--- config.mk ---
export PLATFORM = sky130hd
export DESIGN_NAME = hb_interp2
export DESIGN_NICKNAME = d
export VERILOG_FILES = /design/src/rtl/hb_pkg.sv /design/src/rtl/hb_mac7.sv /design/src/rtl/hb_interp2.sv
export SDC_FILE = /design/constraint.sdc
export NUM_CORES = 2
export LEC_CHECK = 0
export ABC_AREA = 1
export BUFFER_PORTS_ARGS = -buffer_cell sky130_fd_sc_hd__clkbuf_2
export CORE_ASPECT_RATIO = 0.7
export CORE_UTILIZATION = 35
export CTS_CLUSTER_DIAMETER = 200
export DETAILED_ROUTE_END_ITERATION = 8
export GPL_TIMING_DRIVEN = 1
export HOLD_SLACK_MARGIN = 0.02
export PLACE_DENSITY = 0.5
export SLEW_MARGIN = 10
export SYNTH_ARGS = -nofsm -noshare
export SYNTH_HDL_FRONTEND = slang
export SYNTH_SLANG_ARGS = --single-unit
export TNS_END_PERCENT = 20
--- constraint.sdc ---
create_clock -name clk -period 5.03 [get_ports clk]
set_input_delay 0 -clock clk [delete_from_list [all_inputs] [get_ports clk]]
set_output_delay 0 -clock clk [all_outputs]
set_load 0.03 [all_outputs]
--- src/rtl/hb_pkg.sv ---
// Shared halfband definitions: widths, 27-tap prototype coefficients, saturation and FSM states.
package hb_pkg;

  localparam int DATA_W = 16;
  localparam int ACC_W  = 38;
  localparam int NTAP   = 14;
  localparam int NCOEF  = 7;

  // Outer-to-centre non-zero taps of the symmetric halfband prototype (Q15).
  localparam logic signed [DATA_W-1:0] W_HB [0:NCOEF-1] = '{
    16'sd1, -16'sd10, 16'sd64, -16'sd275, 16'sd897, -16'sd2577, 16'sd10091
  };

  localparam logic signed [ACC_W-1:0] SAT_MAX  = ACC_W'(32767);
  localparam logic signed [ACC_W-1:0] SAT_MIN  = ACC_W'(-32768);
  localparam logic signed [ACC_W-1:0] RND_HALF = ACC_W'(8192);

  typedef enum logic [1:0] {IDLE, CALC, OUT_A, OUT_B} hb_state_e;

  function automatic logic signed [DATA_W-1:0] sat16(input logic signed [ACC_W-1:0] v);
    logic signed [DATA_W-1:0] r;
    if (v > SAT_MAX)      r = 16'sh7FFF;
    else if (v < SAT_MIN) r = 16'sh8000;
    else                  r = v[DATA_W-1:0];
    return r;
  endfunction

endpackage

--- src/rtl/hb_mac7.sv ---
// Three-stage pair-sum / multiply / accumulate datapath over a 14-deep symmetric delay line.
module hb_mac7
  import hb_pkg::*;
(
  input  logic                     clk,
  input  logic                     reset_n,
  input  logic                     start_i,
  input  logic signed [DATA_W-1:0] taps_i [NTAP],
  output logic signed [ACC_W-1:0]  acc_o,
  output logic                     acc_valid_o
);

  logic signed [DATA_W:0]   pair_q [NCOEF];
  logic signed [2*DATA_W:0] prod_q [NCOEF];
  logic signed [ACC_W-1:0]  acc_q, acc_d;
  logic                     pairVld_q, prodVld_q, accValid_q;

  always_comb begin
    acc_d = '0;
    for (int j = 0; j < NCOEF; j++) acc_d = acc_d + ACC_W'(prod_q[j]);
  end

  // acc_q holds its result until the next start so the output stage can stall on it.
  always_ff @(posedge clk or negedge reset_n) begin
    if (!reset_n) begin
      for (int j = 0; j < NCOEF; j++) begin
        pair_q[j] <= '0;
        prod_q[j] <= '0;
      end
      acc_q      <= '0;
      pairVld_q  <= 1'b0;
      prodVld_q  <= 1'b0;
      accValid_q <= 1'b0;
    end else begin
      pairVld_q <= start_i;
      prodVld_q <= pairVld_q;
      if (start_i) begin
        for (int j = 0; j < NCOEF; j++)
          pair_q[j] <= {taps_i[j][DATA_W-1], taps_i[j]}
                     + {taps_i[NTAP-1-j][DATA_W-1], taps_i[NTAP-1-j]};
      end
      if (pairVld_q) begin
        for (int j = 0; j < NCOEF; j++)
          prod_q[j] <= (2*DATA_W+1)'(pair_q[j]) * (2*DATA_W+1)'(W_HB[j]);
      end
      if (prodVld_q) acc_q <= acc_d;
      if (start_i)        accValid_q <= 1'b0;
      else if (prodVld_q) accValid_q <= 1'b1;
    end
  end

  assign acc_o       = acc_q;
  assign acc_valid_o = accValid_q;

endmodule

--- src/rtl/hb_interp2.sv ---
// Halfband interpolate-by-2: each accepted input yields a filtered phase A then the centre tap as phase B.
// Define HB_INTERP_ROUND_EN for round-half-up on phase A instead of floor truncation.
module hb_interp2
  import hb_pkg::*;
(
  input  logic                     clk,
  input  logic                     reset_n,
  input  logic signed [DATA_W-1:0] x_in,
  input  logic                     x_in_valid,
  output logic                     x_in_ready,
  output logic signed [DATA_W-1:0] y_out,
  output logic                     y_out_valid,
  input  logic                     y_out_ready
);

  hb_state_e                state_q, state_d;
  logic [1:0]               cnt_q, cnt_d;
  logic signed [DATA_W-1:0] d_q [NTAP];
  logic                     macStart, accValid, accept;
  logic signed [ACC_W-1:0]  acc, accAdj, accShr;
  logic signed [DATA_W-1:0] phaseA;

  hb_mac7 u_mac (
    .clk         (clk),
    .reset_n     (reset_n),
    .start_i     (macStart),
    .taps_i      (d_q),
    .acc_o       (acc),
    .acc_valid_o (accValid)
  );

`ifdef HB_INTERP_ROUND_EN
  assign accAdj = acc + RND_HALF;
`else
  assign accAdj = acc;
`endif
  assign accShr = accAdj >>> 14;
  assign phaseA = sat16(accShr);

  assign accept = x_in_valid && x_in_ready;
  assign y_out  = (state_q == OUT_B) ? d_q[6] : phaseA;

  always_comb begin
    state_d     = state_q;
    cnt_d       = cnt_q;
    x_in_ready  = 1'b0;
    y_out_valid = 1'b0;
    macStart    = 1'b0;
    case (state_q)
      IDLE: begin
        x_in_ready = 1'b1;
        if (x_in_valid) begin
          state_d = CALC;
          cnt_d   = 2'd0;
        end
      end
      CALC: begin
        macStart = (cnt_q == 2'd0);
        cnt_d    = cnt_q + 2'd1;
        if (cnt_q == 2'd2) state_d = OUT_A;
      end
      OUT_A: begin
        y_out_valid = accValid;
        if (accValid && y_out_ready) state_d = OUT_B;
      end
      OUT_B: begin
        y_out_valid = 1'b1;
        if (y_out_ready) state_d = IDLE;
      end
      default: state_d = IDLE;
    endcase
  end

  // The delay line only moves on an accepted sample, so d_q[6] stays valid for phase B.
  always_ff @(posedge clk or negedge reset_n) begin
    if (!reset_n) begin
      state_q <= IDLE;
      cnt_q   <= 2'd0;
      for (int k = 0; k < NTAP; k++) d_q[k] <= '0;
    end else begin
      state_q <= state_d;
      cnt_q   <= cnt_d;
      if (accept) begin
        for (int k = NTAP-1; k > 0; k--) d_q[k] <= d_q[k-1];
        d_q[0] <= x_in;
      end
    end
  end

endmodule
# == Word level (Yosys, flattened, before mapping) ==
# Cells that the tools add are included.
# totals
elab_cells,86
input_bits,20
regBits,560
output_inout_bits,18
# op_classes
order_cmp,2
muxes,15
n_mul,5
n_addsub,14
eq_ne,8
reduce_logical,8
# op_table
op,n
adder 16 x 16 -> 17 bit,7
two-way mux 16 bit,3
adder 38 x 28 -> 38 bit,1
adder 38 x 30 -> 38 bit,1
adder 38 x 32 -> 38 bit,1
multiplier 17 x 15 -> 32 bit (second input constant),1
multiplier 17 x 13 -> 30 bit (second input constant),1
adder 24 x 27 -> 28 bit,1
multiplier 17 x 11 -> 28 bit (second input constant),1
multiplier 17 x 10 -> 27 bit (second input constant),1
adder 23 x 23 -> 24 bit,1
greater-than comparator 24 x 16 -> 1 bit (second input constant),1
less-than comparator 24 x 16 -> 1 bit (second input constant),1
adder 17 x 22 -> 23 bit,1
multiplier 17 x 4 -> 21 bit (second input constant),1
two-way mux 2 bit,5
inequality test 2 bit (second input constant),4
case mux 2 bit (4 select lines),1
== test 2 bit (second input constant),3
logical NOT 2 bit,2
two-way mux 1 bit,4
case mux 2 bit (2 select lines),1
AND reduction 4 bit,1
nonzero test 2 bit,2
5 further kinds,6

# == Logic depth before layout (Yosys ltp) ==
# logic_depth
word_depth,6
mapped_depth,28
mapped_depth_nobuf,28

# == By module ==
# From an unflattened synthesis, not the netlist that was laid out.
# hier_totals
cells_unflattened,6657
area_unflattened_um2,53916.7
# by_module_without_submodules
mod,area_per_inst_um2,cells_each,seq_area_each_um2,n_inst
hb_mac7,44848.0,5717,8182.8,1
hb_interp2,9068.7,940,5705.5,1

# == Least setup slack after synthesis ==
# OpenSTA, ideal clock, no wires.
# synth_path
kind,flip-flop to flip-flop
from,register u_mac.pair_q[16] (netlist bit)
to,register u_mac.prod_q[29] (netlist bit)
setup_time_ns,0.118
path_slack_ns,-0.197
period_less_slack_ns,5.227
arrival_time_ns,5.109
path_stages_with_launch,22
required_time_ns,4.912
n_path_buf,0
cell_sequence,dfrtp_1 ha_1 inv_1 fa_1 fa_1 inv_1 fa_1 inv_1 fa_1 fa_1 ha_1 nand2_1 inv_1 nand2_1 nor2_1 nand4_1 nand3_1 nand2_1 nand2_1 nand2_1 nand3_1 nand2_1
# synth_between
elab_chain_len,1
# synth_lines
item,line_no,source
from (decl),hb_mac7.sv:13,logic signed [DATA_W:0] pair_q [NCOEF];
"from (signal, indexed assignment)",hb_mac7.sv:39,"pair_q[j] <= {taps_i[j][DATA_W-1], taps_i[j]}"
multiplier 17 x 15 -> 32 bit,hb_mac7.sv:44,prod_q[j] <= (2*DATA_W+1)'(pair_q[j]) * (2*DATA_W+1)'(W_HB[j]);
"to (signal, indexed assignment)",hb_mac7.sv:44,
to (decl),hb_mac7.sv:14,logic signed [2*DATA_W:0] prod_q [NCOEF];
# Every way passes these cells.
# A chain may end at the register's enable or synchronous reset.

# == Final worst setup path ==
# layout_path
from,register u_mac.prod_q[148] (netlist bit)
to,register u_mac.acc_q[30] (netlist: u_mac.acc_o[30])
# layout_between
elab_chain_len,5
# layout_lines
item,line_no,source
adder 23 x 23 -> 24 bit,hb_mac7.sv:20,for (int j = 0; j < NCOEF; j++) acc_d = acc_d + ACC_W'(prod_q[j]);
adder 24 x 27 -> 28 bit,hb_mac7.sv:20,
adder 38 x 28 -> 38 bit,hb_mac7.sv:20,
adder 38 x 30 -> 38 bit,hb_mac7.sv:20,
adder 38 x 32 -> 38 bit,hb_mac7.sv:20,
to (signal assigned),hb_mac7.sv:30,acc_q <= '0;
to (signal assigned),hb_mac7.sv:46,if (prodVld_q) acc_q <= acc_d;
to (decl),hb_mac7.sv:15,"logic signed [ACC_W-1:0] acc_q, acc_d;"
# Every way passes these cells.

==> reports/metrics.cfg <==
[floorplan]
num_rows=118
initial_utilization_pct=35.4
coreArea_um2=149000
dieArea_um2=152000
num_io_pins=38
die_y_um=326
fp.dieW_um=465

[routing]
drt_pre_antenna_iters=5
drc_errors=0
first_iter_violations=3488
ant_nets=1
vias_per_cell=4.87
vias=43800
wire_per_inst_um=19.4
wirelength_um=174000

[logic_synthesis]
synth-seq-cells=546
async_flop_share_pct=100
synth_cells=6443
synthTopCellsByArea=dfrtp_1 26%, fa_1 18%, ha_1 15%, inv_1 9.9%, nand2_1 9.2%
synth_edf_count=0
synth_area_um2=52600
synth_top_cell_by_area=dfrtp_1
avgSynthCellArea_um2=8.16
synth_cell_type_count=52
ys.flop_type=dfrtp_1
syn_nets=7584
synth_top_area_share_pct=26.0
synth_warnings=0
ys_seq_area_share_pct=26.0

[critical_path]
path_class=reg -> reg
max_stage_delay_ps=570
startpoint_type=flop
required_ps=5580
crit_path_frequent_cell=fa_1
critPathCaptureType=flop
crit_slowest_cell=fa_1
path_max_fanout=4
crit_arrival_ps=5870

[sta]
setup_slack_ps=-285
setup_viol_count_final=46
finalCritPeriodShare_pct=106
timing.hold.ws_ps=82.3
relSlewSlack_pct=25.5
fmax_mhz=188
finalHoldViolCount=0
min_period_ps=5320
grt_setup_unrepaired=true
worstMarginPinSlew_ps=1120
slew_violations=0
fin_worst_skew_ps=35.2

[grt]
antenna_found_initial=4
grt_max_degree=146
grt_pass1_vias=43400
grt_pass1_wl_um=269000
overflow=0
grt_usage_pct=23.2

[clock_tree]
cts_tree=yes
clockBufferDepth=3
cts_root_buffer=clkbuf_16
clock_latency_ps=670
clkSinkCount=546
clkTransAtPathRegs_ps=70
htree_levels=3
cts_made_buffers=67

[placed_design]
dp_hpwl_um=144000
gp_congestion=0.936
pre_cts_ws_ps=-747
dp_cells=8806
portBuffers=37

[finish]
final_cell_mix=1346 x inv_1, 1231 x nand2_1, 571 x ha_1
final_nets=8088
layout_commonest_cell=inv_1
fin_cells=8985
final-seq-area_um2=13700
fillerInstances=15100
multi_input_area_um2=35400
layout-drive-gt1-share_pct=15.7
area_growth_pct=20.6
fin_util_pct=42.7

[flow_run]
timing.max_cap.violations=0

[min_path]
min_path_type=in -> reg

[outcome]
status=finished with violations
violations=antenna violations, negative setup slack

==> metal layers <==
layer  wire length [um]  GRT usage, %  up-vias
li1                   -             -    21300
met1              95600          39.0    21300
met2              64900          30.3      996
met3              12100          4.73      114
met4               1740          2.49        0
met5                  0             0        -
==> state kept, by name, indices dropped and copies added, names as in the netlist <==
| register | flops |
|---|---|
| cnt_q | 2 |
| d_q | 224 |
| state_q | 2 |
| u_mac.acc_o | 24 |
| u_mac.acc_valid_o | 1 |
| u_mac.pairVld_q | 1 |
| u_mac.pair_q | 119 |
| u_mac.prodVld_q | 1 |
| u_mac.prod_q | 172 |
==> per-stage QoR <==
step	TNS [ps]	instance area, um2
final	-6200	63400
after global routing	-19080	63400
after CTS	-6030	62700
after detailed placement	-20550	58400
after global placement	-19560	58400
after floorplan	-419	52600
==> worst max-delay path, delay by kind of cell, from the launching register on <==
family | cells | cell delay, ps
buffers and inverters | 7 | 510
DFF | 1 | 360
and+or+nand+nor | 9 | 820
AOI/OAI and AO/OA | 4 | 680
adders and majority gates | 6 | 2670
xor gates and xnor gates | 1 | 140
==> kinds of logic after synthesis <==
kind of cell               share of synthesized area [%]
buffers and inverters                               10.8
AOI/OAI and AO/OA                                   11.3
adders and majority gates                           33.6
and+or+nand+nor                                     16.2
DFF                                                 26.0
xor gates and xnor gates                            2.13
==> Yosys cell counts (7+ instances only) <==
cell,number
nand2_1,1286
o21ai_2,13
o31ai_1,12
buf_2,19
fa_1,483
nand3_1,267
a211oi_1,7
xnor2_1,72
a21oi_1,292
a31oi_1,29
nor3_1,53
inv_1,1384
a21oi_2,24
dfrtp_1,546
or2_1,13
o21a_1,9
o21ai_0,540
buf_1,13
o22ai_1,40
o21ai_1,53
ha_1,638
or2_2,17
o21bai_1,27
nand4_1,43
nand3b_1,30
nor2_1,307
clkbuf_1,88
xor2_1,56
a21o_1,24
==> final cells by class <==
class                   count  area share (%)
diodes                      5          0.0197
clock inverters            30           0.594
flip-flops and latches    546            21.6
clock buffers              92            2.95
inverters                1388            8.24
multi-input cells        4387            55.9
repair buffers            557            6.82
well taps                1980            3.91
==> what timing repair did <==
item | in CTS | in global routing
endpoints found under the setup margin | 63 | 68
cloned | 0 | 0
hold endpoints to repair | 123 | 0
hold buffers | 37 | 0
resized for setup | 346 | 167
pin swaps | 91 | 103
setup buffers | 8 | 10
==> final timing paths <==
check                      slack [ps]              start               end  depth (start not counted)
setup / recovery                 -290  u_mac.prod_q[148]   u_mac.acc_o[30]                         27
hold / removal                     80           x_in[15]          d_q[223]                          4
setup reg to reg                 -290  u_mac.prod_q[148]   u_mac.acc_o[30]                         27
hold reg to reg                   480   u_mac.pair_q[80]  u_mac.pair_q[80]                          2
max in group asynchronous        3560            reset_n  u_mac.prod_q[81]                          4
min in group asynchronous         510            reset_n  u_mac.pair_q[30]                          4
Power is left out: the tool's default activity adds up to more than one toggle a clock period on the data nets, which glitch-free logic cannot reach.
